$ cat src/rtl/als_ascii_formatter.sv
// -----------------------------------------------------------------------------
// als_ascii_formatter
//
// Turns each accepted 8-bit ambient-light reading into one fixed-width ASCII
// decimal line ("ddd" + terminator). The line is streamed byte by byte to the
// UART transmitter over a valid/ready handshake. The binary-to-BCD conversion
// is a serial double-dabble, one bit per clock.
//
// Optional feature (macro ALS_FMT_CR_EN):
//   defined   -> line is "ddd" CR LINE_END (5 bytes)
//   undefined -> line is "ddd" LINE_END    (4 bytes)
//
// Ports:
//   clk           in   1  system clock
//   reset         in   1  asynchronous, active-high; clears all state
//   sample        in   8  light reading, valid while sample_strobe=1
//   sample_strobe in   1  single-cycle "new reading" pulse
//   idle          out  1  no line in progress; a strobe now is accepted
//   tx_data       out  8  ASCII byte for the UART
//   tx_valid      out  1  tx_data holds a byte awaiting transfer
//   tx_ready      in   1  UART accepts a byte this cycle
//   drop_count    out  8  saturating count of strobes lost while busy
// -----------------------------------------------------------------------------
module als_ascii_formatter #(
  parameter logic [7:0] LINE_END = 8'h0A
) (
  input  logic       clk,
  input  logic       reset,
  input  logic [7:0] sample,
  input  logic       sample_strobe,
  output logic       idle,
  output logic [7:0] tx_data,
  output logic       tx_valid,
  input  logic       tx_ready,
  output logic [7:0] drop_count
);

`ifdef ALS_FMT_CR_EN
  localparam logic [2:0] LAST_IDX = 3'd4;
`else
  localparam logic [2:0] LAST_IDX = 3'd3;
`endif

  typedef enum logic [1:0] {
    IDLE    = 2'd0,
    CONVERT = 2'd1,
    SEND    = 2'd2
  } state_t;

  state_t      state;
  logic [7:0]  bin;      // binary operand being shifted out
  logic [11:0] bcd;      // hundreds / tens / ones nibbles
  logic [3:0]  bit_cnt;  // conversion steps still to perform
  logic [2:0]  idx;      // index of the byte currently on tx_data

  // One double-dabble step: add 3 to every nibble >= 5, then shift
  // {bcd, bin} left by one. Returns the new {bcd, bin}.
  function automatic logic [19:0] dabble_step(input logic [11:0] b,
                                              input logic [7:0]  n);
    logic [11:0] adj;
    adj = b;
    for (int i = 0; i < 3; i++) begin
      if (adj[i*4 +: 4] >= 4'd5) adj[i*4 +: 4] = adj[i*4 +: 4] + 4'd3;
    end
    return {adj[10:0], n, 1'b0};
  endfunction

  // ASCII byte for position i of the line.
  function automatic logic [7:0] line_byte(input logic [2:0]  i,
                                           input logic [11:0] b);
    logic [7:0] r;
    case (i)
      3'd0:    r = 8'h30 + {4'h0, b[11:8]};
      3'd1:    r = 8'h30 + {4'h0, b[7:4]};
      3'd2:    r = 8'h30 + {4'h0, b[3:0]};
`ifdef ALS_FMT_CR_EN
      3'd3:    r = 8'h0D;
`endif
      default: r = LINE_END;
    endcase
    return r;
  endfunction

  // NOTE: every register here is ordinary state (no memory array), so all of
  // it is cleared by the asynchronous reset; sequential state uses <= only.
  always_ff @(posedge clk or posedge reset) begin
    if (reset) begin
      state      <= IDLE;
      idle       <= 1'b1;
      tx_valid   <= 1'b0;
      tx_data    <= 8'h00;
      drop_count <= 8'h00;
      bin        <= 8'h00;
      bcd        <= 12'h000;
      bit_cnt    <= 4'd0;
      idx        <= 3'd0;
    end else begin
      // A strobe is lost whenever a line is in flight, including the cycle
      // in which the last byte transfers (idle is still 0 then).
      if (sample_strobe && !idle && drop_count != 8'hFF)
        drop_count <= drop_count + 8'd1;

      case (state)
        IDLE: begin
          if (sample_strobe) begin
            bin     <= sample;
            bcd     <= 12'h000;
            bit_cnt <= 4'd8;
            idle    <= 1'b0;
            state   <= CONVERT;
          end
        end

        CONVERT: begin
          if (bit_cnt != 4'd0) begin
            {bcd, bin} <= dabble_step(bcd, bin);
            bit_cnt    <= bit_cnt - 4'd1;
          end else begin
            // Digits became final on the previous edge. The first byte is
            // registered here, so tx_valid rises 9 edges after acceptance.
            idx      <= 3'd0;
            tx_data  <= line_byte(3'd0, bcd);
            tx_valid <= 1'b1;
            state    <= SEND;
          end
        end

        SEND: begin
          // tx_data and idx hold while the UART stalls.
          if (tx_ready) begin
            if (idx == LAST_IDX) begin
              tx_valid <= 1'b0;
              idle     <= 1'b1;
              state    <= IDLE;
            end else begin
              idx     <= idx + 3'd1;
              tx_data <= line_byte(idx + 3'd1, bcd);
            end
          end
        end

        default: begin
          state    <= IDLE;
          idle     <= 1'b1;
          tx_valid <= 1'b0;
        end
      endcase
    end
  end

endmodule

$ cat config.mk
export PLATFORM = sky130hd
export DESIGN_NAME = als_ascii_formatter
export DESIGN_NICKNAME = d
export VERILOG_FILES = /design/src/rtl/als_ascii_formatter.sv
export SDC_FILE = /design/constraint.sdc
export NUM_CORES = 1
export LEC_CHECK = 0
export ABC_CLOCK_PERIOD_IN_PS = 2300
export CORE_MARGIN = 1.5
export CORE_UTILIZATION = 50
export DETAILED_ROUTE_END_ITERATION = 16
export PLACE_DENSITY_LB_ADDON = 0.12
export SYNTH_ARGS = -nofsm -noshare
export SYNTH_HDL_FRONTEND = slang
export SYNTH_SLANG_ARGS = --single-unit
$ cat constraint.sdc
create_clock -name clk -period 2.3 [get_ports clk]
set_input_delay 0.23 -clock clk [delete_from_list [all_inputs] [get_ports clk]]
set_output_delay 0.23 -clock clk [all_outputs]
set_load 0.02 [all_outputs]
==> qor.txt <==
======================================================================================
Residual DRC count                                                                   2
Area enclosed by the die boundary                                             5119 µm²
GR met2 Demand/Resource                                                         31.57%
Average detailed-routed wire length per instance                              13.82 µm
Buffer levels on the longest clock path                                              2
Final global-route overflow total                                                    0
First drt pass iteration count                                                      12
Final nets                                                                         299
Final non-filler cell total                                                        326
Clock latency reported for the late side of the worst-skew pair                0.30 ns
Row cnt                                                                             24
Least-Margin Pin Slew                                                        0.5188 ns
Placed Cells incl. Taps                                                            318
Critical Path End                                                         tx_data[1]$_DFFE_PP0P_
Pins over their slew limit                                                           0
First-pass GRT wire length                                                    8.004 mm
Met1 track demand over resource                                                 27.29%
CTS Root Cell                                                             sky130_fd_sc_hd__clkbuf_8
Cell breakdown of the critical path                                       ha_1, ha_1, nand4bb_1, a21boi_1, a2111oi_0, nor2_1
Delay of the slowest critical-path stage                                       0.45 ns
Peak supply drop                                                              661.9 µV
Startpoint of the worst setup timing path                                 idx[0]$_DFFE_PP0P_
Overall die height                                                            71.55 µm
Top-Level Pins                                                                      30
Highest net fanout along the worst path                                              7
Arrival time of the worst setup path                                           2.11 ns
Number of DRC violations after detailed-routing iteration 0                        100
Launch instance of the worst register-to-register path                    idx[0]$_DFFE_PP0P_
Library cell contributing the largest single delay on the critical path   sky130_fd_sc_hd__dfrtp_1
Fmax achieved                                                                518.3 MHz
Number of distinct standard cells referenced by the synthesized netlist             47
Number of warning messages in the yosys log                                          0
Sum Neg Setup Slack                                                               0 ns
Area of the mapped netlist                                                    2350 µm²
Port Buf Inserts                                                                    27
Number of flops mapped to enable cells by yosys                                      0
Count of buffers added by post-CTS timing repair for setup                           0
Startpoint class of the critical path                                             flop
Worst hold slack after final layout                                          0.1911 ns
CP bufs+invs                                                                         0
Register-to-Register Path Depth                                                      6
Register-to-register setup slack                                               0.37 ns
Final min period                                                              1.929 ns
Proportion of layout cells with a drive suffix above 1                          8.029%
Total number of vias                                                             1,806
Count of state elements after synthesis                                             44
Power density normalized to cell area                                      1346 nW/µm²
Final setup violation count                                                          0
Antenna fix cells                                                                    0
Worst Path Required                                                            2.48 ns
GPL Wtd Cong                                                                    0.7980
Starting Density                                                                52.87%
Peak-usage layer in the global routing report                                     met2
Total Routing Usage GR                                                          20.08%
Fin crit share                                                                  83.88%
Failing checks                                                                     DRC
Antenna-violating nets left                                                          0
Number of fillers in the final layout                                              384
Worst clock skew                                                           0.002504 ns
Hold Crit Class                                                           primary input to asynchronous set/reset pin
Type of the worst setup path                                              flop to flop
Syn_area_per_cell                                                            9.710 µm²
Core area                                                                     4444 µm²
Path length in cells of the critical path                                            6
TritonCTS Sinks                                                                     44
Synth Instances                                                                    242
HPWL after DPL                                                                3.288 mm
Worst slew slack as a fraction of its limit                                     65.33%
Per-cell via count in the routed design                                          5.540
Area Overhead vs Synth                                                          17.41%
Via count of the first global-routing pass                                       1,728
Maximum number of pins on one net before global-route repair                        19
CTS HTree Levels                                                                     2
Post-cts gate resize count                                                           0
Register area share after synthesis                                             46.91%
Type of element capturing the critical path                                       flop
Clock transition at path regs                                                  0.08 ns
Antenna violations before repair                                                     0
Met3 capacity usage during global routing                                       5.063%
Number of buffers created by CTS                                                     5
Reg-to-reg critical path endpoint                                         tx_data[1]$_DFFE_PP0P_
Quantity of hold-fixing buffers added after cts                                      0
DRT Wirelength                                                                4.505 mm
CTS tree                                                                         built
Final count of hold timing violations                                                0
Dominant cell type by count on the critical path                          sky130_fd_sc_hd__ha_1
Family of cells with the greatest summed delay on the critical path       compound AO/OA/AOI/OAI gates
Leakage power figure                                                       0.001210 µW
Number of max-cap violations                                                         0
Predominant post-synthesis flop cell                                      sky130_fd_sc_hd__dfrtp_1
Setup repair after global routing missed its margin                                 no
Horizontal die dimension                                                      71.55 µm
Fraction of registers with async set or reset after synthesis                   100.0%
Result of the run                                                         finished with violations
======================================================================================
## worst reg2reg max path, stage by stage, from the launching register on
cell and delay, ns:
sky130_fd_sc_hd__dfrtp_1 0.45, sky130_fd_sc_hd__ha_1 0.23, sky130_fd_sc_hd__ha_1 0.19, sky130_fd_sc_hd__nand4bb_1 0.24, sky130_fd_sc_hd__a21boi_1 0.24, sky130_fd_sc_hd__a2111oi_0 0.38, sky130_fd_sc_hd__nor2_1 0.08
## cells in the mapped netlist, types with 3 or more instances
library cell	count	area, µm²
sky130_fd_sc_hd__nand2_1	31	116.4
sky130_fd_sc_hd__mux2_2	5	56.30
sky130_fd_sc_hd__a21oi_1	9	45.04
sky130_fd_sc_hd__nor3_1	5	25.02
sky130_fd_sc_hd__xor2_1	4	35.03
sky130_fd_sc_hd__and3_1	4	25.02
sky130_fd_sc_hd__nand3_1	14	70.07
sky130_fd_sc_hd__inv_1	16	60.06
sky130_fd_sc_hd__xnor2_1	6	52.55
sky130_fd_sc_hd__o21ai_0	25	125.1
sky130_fd_sc_hd__ha_1	14	175.2
sky130_fd_sc_hd__buf_4	4	30.03
sky130_fd_sc_hd__nor2_1	8	30.03
sky130_fd_sc_hd__nand2b_1	5	31.28
sky130_fd_sc_hd__a22oi_1	8	60.06
sky130_fd_sc_hd__dfrtp_1	43	1076
sky130_fd_sc_hd__nor2b_1	3	18.77
## per-layer routing
layer / part of all wire, % / wire length [µm]
met5: 0 / 0
met1: 51 / 2279
met4: 1.6 / 73
met2: 44 / 1970
met3: 4.0 / 181
## sequential cells by signal, summed over array words and instances (netlist names)
signal / cells
idle: 1
bit_cnt: 4
tx_valid: 1
idx: 3
bin: 8
tx_data: 5
bcd: 12
drop_count: 8
state: 2
## cells in the final DEF, fill, tap and decap left out, drive strengths merged, types with 6 or more instances in the layout
master,instances
xnor2,6
a21oi,10
a22oi,8
nand3,14
dfrtp,43
ha,14
clkbuf,6
clkdlybuf4s50,27
inv,15
o21ai,26
nand2,31
nor2,8
## where the power goes
part	internal, µW	leakage (µW)	total [µW]	switching, µW
Combinational	808	0.000619	1790	980
Sequential	1110	0.000540	1430	313
Clock	240	0.0000510	500	260
Total	2160	0.00121	3710	1550
## cell families after synthesis
logic type      count (synthesis)  synth area share, %
flops                          44                46.91
buf+inv                        25                5.112
fa+ha+maj                      14                7.455
xor+xnor                       10                3.727
compound gates                 59                15.66
mux                             6                2.822
simple gates                   83                18.16
other cells                     1               0.1596
## stage by stage
step | setup slack (ns) | total power, µW | util (%) | instance area [µm²]
2_1_floorplan | 0.6127 | 2665 | - | 2354
3_3_place_gp | 0.3928 | 3202 | 59.99 | 2666
3_5_place_dp | 0.3924 | 3243 | 59.99 | 2666
4_1_cts | 0.3791 | 3751 | 62.08 | 2759
5_1_grt | 0.1154 | 4066 | 62.08 | 2759
6_report | 0.3707 | 3713 | 62.08 | 2759
## worst min-delay path by stage
stage                       start                         to  slack (ns)  cells after the start
2_1_floorplan           sample[0]         bin[0]$_DFFE_PP0P_        0.35                      2
3_3_place_gp   bin[7]$_DFFE_PP0P_         bcd[0]$_DFFE_PP0P_        0.46                      2
3_5_place_dp   bin[7]$_DFFE_PP0P_         bcd[0]$_DFFE_PP0P_        0.46                      2
4_1_cts                     reset  drop_count[7]$_DFFE_PP0P_        0.21                      2
5_1_grt                     reset  drop_count[7]$_DFFE_PP0P_        0.22                      2
6_report                    reset  drop_count[7]$_DFFE_PP0P_        0.19                      2
## cell type report
class                   count  area [µm²]  area share (%)
clock buffers               6       82.58           2.993
clock inverters             2       10.01          0.3628
multi-input cells         174        1131           41.00
flip-flops and latches     44        1102           39.95
well taps                  52       65.06           2.358
inverters                  16       60.06           2.177
repair buffers             32       307.8           11.16
(Power assumes the default switching activity.)
